--- src/rtl/bpu_update_ctrl.sv ---
// bpu_update_ctrl: buffers resolved branches from two commit slots and
// issues one BPU update per cycle, redirecting and flushing on mispredicts.
//
// Ports:
//   clk, rst          clock, async active-high reset
//   c0_* / c1_*       commit slots (slot 0 older): valid, pc, taken,
//                     target, pred, pred_addr
//   cmt_ready         both slots can be accepted this cycle
//   upd_*             registered BPU update (valid, pc, addr, taken)
//   redirect_*        one-cycle fetch redirect with the correct next PC
//   flush_o           speculative pipeline flush, FLUSH_CYCLES long
//   br_cnt            branches sent to the BPU
//   mispred_cnt       mispredicts detected
module bpu_update_ctrl #(
  parameter int DEPTH        = 4,
  parameter int FLUSH_CYCLES = 3
) (
  input  logic        clk,
  input  logic        rst,

  input  logic        c0_valid,
  input  logic [31:0] c0_pc,
  input  logic        c0_taken,
  input  logic [31:0] c0_target,
  input  logic        c0_pred,
  input  logic [31:0] c0_pred_addr,

  input  logic        c1_valid,
  input  logic [31:0] c1_pc,
  input  logic        c1_taken,
  input  logic [31:0] c1_target,
  input  logic        c1_pred,
  input  logic [31:0] c1_pred_addr,

  output logic        cmt_ready,

  output logic        upd_valid,
  output logic [31:0] upd_pc,
  output logic [31:0] upd_addr,
  output logic        upd_taken,

  output logic        redirect_valid,
  output logic [31:0] redirect_addr,
  output logic        flush_o,

  output logic [31:0] br_cnt,
  output logic [31:0] mispred_cnt
);

  localparam int AW = (DEPTH > 2) ? $clog2(DEPTH) : 1;

  // Highest occupancy that still leaves room for a dual commit.
  localparam logic [DEPTH-1:0] MAX_OCC = DEPTH'(DEPTH - 2);

  localparam logic [3:0] FLUSH_LOAD = 4'(FLUSH_CYCLES - 1);

  typedef enum logic [1:0] {
    IDLE  = 2'd0,
    DRAIN = 2'd1,
    FLUSH = 2'd2
  } state_e;

  typedef struct packed {
    logic [31:0] pc;
    logic [31:0] target;
    logic [31:0] pred_addr;
    logic        taken;
    logic        pred;
  } entry_t;

  entry_t           mem_q [DEPTH];
  logic [AW-1:0]    wptr_q;
  logic [AW-1:0]    rptr_q;
  logic [DEPTH-1:0] occ_q;
  state_e           state_q;
  logic [3:0]       fcnt_q;

  logic [AW-1:0]    wptr_d;
  logic [AW-1:0]    rptr_d;
  logic [DEPTH-1:0] occ_d;

  entry_t      ent0;
  entry_t      ent1;
  entry_t      head;
  logic        push0;
  logic        push1;
  logic        do_pop;
  logic        head_mis;
  logic        kill;
  logic [31:0] head_seq;
  logic [31:0] head_nxt;

  assign ent0 = '{pc: c0_pc, target: c0_target,
                  pred_addr: c0_pred_addr,
                  taken: c0_taken, pred: c0_pred};
  assign ent1 = '{pc: c1_pc, target: c1_target,
                  pred_addr: c1_pred_addr,
                  taken: c1_taken, pred: c1_pred};

  assign cmt_ready = (state_q != FLUSH) &&
                     (occ_q <= MAX_OCC);

  // Slot 1 is only meaningful behind a valid slot 0.
  assign push0 = cmt_ready && c0_valid;
  assign push1 = push0 && c1_valid;

  assign do_pop = (state_q != FLUSH) &&
                  (occ_q != '0);

  assign head     = mem_q[rptr_q];
  assign head_seq = head.pc + 32'd4;
  assign head_nxt = head.taken ? head.target
                               : head_seq;

  // A taken branch predicted taken can still
  // have fetched from the wrong target.
  assign head_mis =
    (head.taken != head.pred) ||
    (head.taken && (head.pred_addr != head.target));

  // Everything younger than a mispredict is
  // wrong-path, including same-edge pushes.
  assign kill = do_pop && head_mis;

  always_comb begin
    wptr_d = wptr_q + AW'(push0) + AW'(push1);
    rptr_d = rptr_q + AW'(do_pop);
    occ_d  = occ_q + DEPTH'(push0)
                   + DEPTH'(push1)
                   - DEPTH'(do_pop);
    if (kill) begin
      wptr_d = '0;
      rptr_d = '0;
      occ_d  = '0;
    end
  end

  // Storage needs no reset; occupancy alone
  // decides which entries are live.
  always_ff @(posedge clk) begin
    if (push0 && !kill)
      mem_q[wptr_q] <= ent0;
    if (push1 && !kill)
      mem_q[wptr_q + AW'(1)] <= ent1;
  end

  always_ff @(posedge clk or posedge rst) begin
    if (rst) begin
      wptr_q         <= '0;
      rptr_q         <= '0;
      occ_q          <= '0;
      state_q        <= IDLE;
      fcnt_q         <= '0;
      upd_valid      <= 1'b0;
      upd_pc         <= '0;
      upd_addr       <= '0;
      upd_taken      <= 1'b0;
      redirect_valid <= 1'b0;
      redirect_addr  <= '0;
      flush_o        <= 1'b0;
      br_cnt         <= '0;
      mispred_cnt    <= '0;
    end else begin
      upd_valid      <= 1'b0;
      redirect_valid <= 1'b0;

      case (state_q)
        FLUSH: begin
          if (fcnt_q == '0) begin
            flush_o <= 1'b0;
            state_q <= IDLE;
          end else begin
            fcnt_q <= fcnt_q - 4'd1;
          end
        end

        default: begin
          wptr_q <= wptr_d;
          rptr_q <= rptr_d;
          occ_q  <= occ_d;

          if (do_pop) begin
            upd_valid <= 1'b1;
            upd_pc    <= head.pc;
            upd_addr  <= head_nxt;
            upd_taken <= head.taken;
            br_cnt    <= br_cnt + 32'd1;
          end

          if (kill) begin
            redirect_valid <= 1'b1;
            redirect_addr  <= head_nxt;
            mispred_cnt    <= mispred_cnt + 32'd1;
            flush_o        <= 1'b1;
            fcnt_q         <= FLUSH_LOAD;
            state_q        <= FLUSH;
          end else if (occ_d == '0) begin
            state_q <= IDLE;
          end else begin
            state_q <= DRAIN;
          end
        end
      endcase
    end
  end

endmodule

--- config.mk ---
export PLATFORM = sky130hd
export DESIGN_NAME = bpu_update_ctrl
export DESIGN_NICKNAME = d
export VERILOG_FILES = /design/src/rtl/bpu_update_ctrl.sv
export SDC_FILE = /design/constraint.sdc
export NUM_CORES = 1
export LEC_CHECK = 0
export CORE_ASPECT_RATIO = 0.9
export CORE_UTILIZATION = 50
export CTS_CLUSTER_DIAMETER = 200
export CTS_CLUSTER_SIZE = 12
export DETAILED_ROUTE_END_ITERATION = 8
export PLACE_DENSITY = 0.76
export SYNTH_ARGS = -nofsm -noshare
export SYNTH_HDL_FRONTEND = slang
export SYNTH_SLANG_ARGS = --single-unit
--- constraint.sdc ---
create_clock -name clk -period 11.3 [get_ports clk]
set_input_delay 1.13 -clock clk [delete_from_list [all_inputs] [get_ports clk]]
set_output_delay 1.13 -clock clk [all_outputs]
set_load 0.05 [all_outputs]
==> load_flow_metrics.sql <==
INSERT INTO impl_metrics (metric_group, metric, value, unit) VALUES
('setup_path', 'r2r.worst_path.cells', '12', ''),
('sta', 'final.setup_skew', '0.0325', 'ns'),
('pwr', 'fin_total_pwr', '8.25', 'mW'),
('cts', 'post_cts_hold_buffer_count', '0', ''),
('sta', 'max_slew_margin', '12.8', '%'),
('synth', 'yosys_warning_total', '0', ''),
('sta', 'post-route-min-period', '6.68', 'ns'),
('synth', 'syn_inst', '1811', ''),
('hold_path', 'timing.hold.worst.class', 'reg2reg', ''),
('job', 'maxCapViolations', '0', ''),
('synth', 'synth-main-ff-cell', 'sky130_fd_sc_hd__edfxtp_1', ''),
('setup_path', 'timing.critical_path.required', '11.53', 'ns'),
('setup_path', 'cp_slowest_stage_delay', '0.94', 'ns'),
('cts', 'clock_sinks', '570', ''),
('layout', 'final_layout_size_suffix_gt1_share', '28.9', '%'),
('routing', 'drt-initial-drc-count', '1574', ''),
('sta', 'rsz_0062_raised_after_global_routing', 'false', ''),
('setup_path', 'critical_path.slowest_cell', 'sky130_fd_sc_hd__dfrtp_4', ''),
('routing', 'vias_per_cell', '5.93', ''),
('cts', 'insertion_delay', '0.62', 'ns'),
('floorplanning', 'ios', '365', ''),
('synth', 'synth_fp_nets', '2025', ''),
('routing', 'routedWlPerCell', '26.3', 'um'),
('setup_path', 'cp-start-kind', 'flop', ''),
('synth', 'async_reset_ff_share', '31.2', '%'),
('place', 'place_congestion', '0.862', ''),
('routing', 'via_count', '17240', ''),
('synth', 'seq_cells_post_synth', '570', ''),
('status', 'run_status', 'complete, no violations', ''),
('floorplanning', 'die_area', '56400', 'um^2'),
('cts', 'tritoncts_clock_tree', 'yes', ''),
('routing', 'route.detailed.drc', '0', ''),
('grt', 'grt_first_pass_wirelength', '114000', 'um'),
('hold_path', 'min-delay-start', 'upd_addr[6]', ''),
('synth', 'synth-edff-count', '392', ''),
('routing', 'detailedRoute.firstPassIterationCount', '5', ''),
('pwr', 'leakage', '12.3', 'nW'),
('synth', 'synth_top_area_cell', 'sky130_fd_sc_hd__edfxtp_1', ''),
('setup_path', 'crit_fanout', '70', ''),
('setup_path', 'path_class', 'reg2reg', ''),
('grt', 'first_global_vias', '17502', ''),
('setup_path', 'cp-end-kind', 'flop', ''),
('floorplanning', 'floorplan.initialDensity', '50.8', '%'),
('sta', 'hold_slack', '0.473', 'ns'),
('floorplanning', 'die_height', '225', 'um'),
('synth', 'syn-cell-area', '27700', 'um^2'),
('setup_path', 'worst_path_most_repeated_cell', 'sky130_fd_sc_hd__buf_4', ''),
('synth', 'syn_area_per_cell', '15.3', 'um^2'),
('cts', 'cts_root_buf', 'sky130_fd_sc_hd__clkbuf_16', ''),
('place', 'placement.io_buffers', '364', ''),
('pwr', 'powerDensity', '246', 'nW/um^2'),
('sta', 'final_min_period_over_clock_period', '59.1', '%'),
('cts', 'post-cts-setup-buffers', '0', ''),
('sta', 'report.final.setup_viol', '0', ''),
('place', 'hpwlAfterDp', '52000', 'um'),
('sta', 'drv_slew', '0', ''),
('grt', 'global_route.usage.total', '27.2', '%'),
('sta', 'total_negative_setup_slack', '0', 'ns'),
('synth', 'sequential_element_share_of_the_synthesized_area', '58.5', '%'),
('setup_path', 'r2r_setup_slack', '4.62', 'ns'),
('sta', 'timing_hold_violations_final', '0', ''),
('cts', 'ctsResizeCount', '0', ''),
('cts', 'clk_transition_reported_paths', '0.06', 'ns'),
('grt', 'grt_start_max_net_pins', '112', ''),
('layout', 'fin_nets', '2373', ''),
('setup_path', 'regToRegStartpoint', 'rptr_q[1]', ''),
('hold_path', 'min_delay_worst_endpoint', 'upd_addr[6]', ''),
('routing', 'detail_route.wirelength', '76400', 'um'),
('grt', 'grt.overflow.total', '0', ''),
('floorplanning', 'row_count', '81', ''),
('synth', 'synth.top_cell.area_share', '42.4', '%');
## how the worst max path moves through the flow
stage / startpoint / end / slack, ns / cells after the start
2_1_floorplan: rptr_q[0] / mem_q[0][0] / 0.79 / 11
3_3_place_gp: rptr_q[0] / mem_q[2][40] / 4.59 / 11
3_5_place_dp: rptr_q[0] / mem_q[2][50] / 4.55 / 11
4_1_cts: rptr_q[0] / mem_q[2][22] / 4.50 / 11
5_1_grt: rptr_q[0] / mem_q[2][53] / 4.24 / 11
6_report: rptr_q[1] / mem_q[2][10] / 4.62 / 12
## through the flow
| stage | std cells | utilization, % | area (um^2) | worst slack, ns |
|---|---|---|---|---|
| after floorplan | 1811 | - | 27700 | 0.793 |
| after global routing | 2907 | 61.5 | 33600 | 4.24 |
| after CTS | 2905 | 61.5 | 33600 | 4.50 |
| after detailed placement | 2809 | 58.7 | 32100 | 4.55 |
| after global placement | 2809 | 58.7 | 32100 | 4.59 |
| final | 2907 | 61.5 | 33600 | 4.62 |
## cell usage after synthesis (2+ instances only)
| master | n |
|---|---|
| sky130_fd_sc_hd__or4_1 | 5 |
| sky130_fd_sc_hd__edfxtp_1 | 392 |
| sky130_fd_sc_hd__nor2b_1 | 3 |
| sky130_fd_sc_hd__mux2i_1 | 7 |
| sky130_fd_sc_hd__o21ai_0 | 35 |
| sky130_fd_sc_hd__mux2_4 | 47 |
| sky130_fd_sc_hd__fa_1 | 3 |
| sky130_fd_sc_hd__a21oi_1 | 3 |
| sky130_fd_sc_hd__nor2_1 | 26 |
| sky130_fd_sc_hd__xor2_1 | 86 |
| sky130_fd_sc_hd__xnor2_1 | 39 |
| sky130_fd_sc_hd__buf_1 | 8 |
| sky130_fd_sc_hd__and4_1 | 5 |
| sky130_fd_sc_hd__dfrtp_1 | 178 |
| sky130_fd_sc_hd__nand2b_1 | 4 |
| sky130_fd_sc_hd__nand3_1 | 33 |
| sky130_fd_sc_hd__inv_1 | 30 |
| sky130_fd_sc_hd__buf_6 | 11 |
| sky130_fd_sc_hd__mux2_1 | 13 |
| sky130_fd_sc_hd__mux2_2 | 387 |
| sky130_fd_sc_hd__nor4_1 | 19 |
| sky130_fd_sc_hd__clkbuf_1 | 54 |
| sky130_fd_sc_hd__nand2_1 | 187 |
| sky130_fd_sc_hd__a211oi_1 | 2 |
| sky130_fd_sc_hd__nor3_1 | 22 |
| sky130_fd_sc_hd__nand4_1 | 33 |
| sky130_fd_sc_hd__o31ai_1 | 6 |
| sky130_fd_sc_hd__and2_1 | 6 |
| sky130_fd_sc_hd__and3_1 | 9 |
| sky130_fd_sc_hd__o2111ai_4 | 3 |
| sky130_fd_sc_hd__buf_4 | 10 |
| sky130_fd_sc_hd__mux4_2 | 98 |
| sky130_fd_sc_hd__nor4b_1 | 5 |
| sky130_fd_sc_hd__ha_1 | 11 |
| sky130_fd_sc_hd__buf_2 | 14 |
## final cells by class
cell class / count / area (um^2)
repair buffers: 391 / 3850
clock buffers: 92 / 1470
inverters: 31 / 124
fillers: 3935 / 21000
multi-input cells: 1112 / 11000
diodes: 2 / 5.00
clock inverters: 4 / 50.0
flip-flops and latches: 570 / 16200
well taps: 705 / 882
## worst max-delay path: cells and delay by family, from the launching register on
| family | cells | cell delay (ns) |
|---|---|---|
| buf+inv | 5 | 2.80 |
| flops | 1 | 0.94 |
| simple gates | 3 | 0.90 |
| compound gates | 2 | 0.87 |
| mux | 1 | 0.41 |
| xor+xnor | 1 | 0.18 |
## state kept, by name (all words and copies together), names as in the netlist
register and count:
mem_q 392, br_cnt 32, mispred_cnt 32, redirect_addr 32, upd_addr 32, upd_pc 32
fcnt_q 4, occ_q 4, rptr_q 2, state_q 2, wptr_q 2, flush_o 1
redirect_valid 1, upd_taken 1, upd_valid 1
## per-layer routing
metal  vias to the layer above  GRT usage [%]  part of all wire [%]
met5                         -              0                 0.014
met4                         2           6.85                   1.9
met3                        91           5.11                   7.5
met2                       694           44.2                    49
met1                      8903           37.9                    42
li1                       7550              -                     -
## cell usage in the layout (no fill, tap or decap), types with 13 or more instances in the layout
| master | n |
|---|---|
| sky130_fd_sc_hd__edfxtp_1 | 392 |
| sky130_fd_sc_hd__mux2_2 | 387 |
| sky130_fd_sc_hd__clkdlybuf4s50_1 | 364 |
| sky130_fd_sc_hd__nand2_1 | 186 |
| sky130_fd_sc_hd__dfrtp_1 | 176 |
| sky130_fd_sc_hd__mux4_2 | 98 |
| sky130_fd_sc_hd__xor2_1 | 86 |
| sky130_fd_sc_hd__clkbuf_16 | 53 |
| sky130_fd_sc_hd__mux2_4 | 47 |
| sky130_fd_sc_hd__xnor2_1 | 39 |
| sky130_fd_sc_hd__clkbuf_1 | 39 |
| sky130_fd_sc_hd__o21ai_0 | 35 |
| sky130_fd_sc_hd__nand3_1 | 33 |
| sky130_fd_sc_hd__nand4_1 | 33 |
| sky130_fd_sc_hd__inv_1 | 28 |
| sky130_fd_sc_hd__buf_4 | 27 |
| sky130_fd_sc_hd__nor2_1 | 26 |
| sky130_fd_sc_hd__nor3_1 | 22 |
| sky130_fd_sc_hd__nor4_1 | 19 |
| sky130_fd_sc_hd__mux2_1 | 13 |
## report_power, final
group / internal (mW) / switching, mW
clock: 0.882 / 0.778
sequential: 2.73 / 0.272
combinational: 1.32 / 2.26
## kinds of logic (layout without fill, tap and decap cells)
| logic type | after synthesis | after routing | share of synthesized area (%) |
|---|---|---|---|
| buffers and inverters | 129 | 518 | 2.25 |
| multiplexers | 552 | 552 | 27.0 |
| adder cells (fa/ha/maj) | 14 | 14 | 0.712 |
| AND/OR/NAND/NOR | 364 | 364 | 6.22 |
| other | 0 | 2 | 0 |
| AO/OA/AOI/OAI | 57 | 57 | 1.42 |
| flip-flops | 570 | 570 | 58.5 |
| XOR/XNOR | 125 | 125 | 3.95 |
Note: power is estimated with default switching activity, not from simulation.
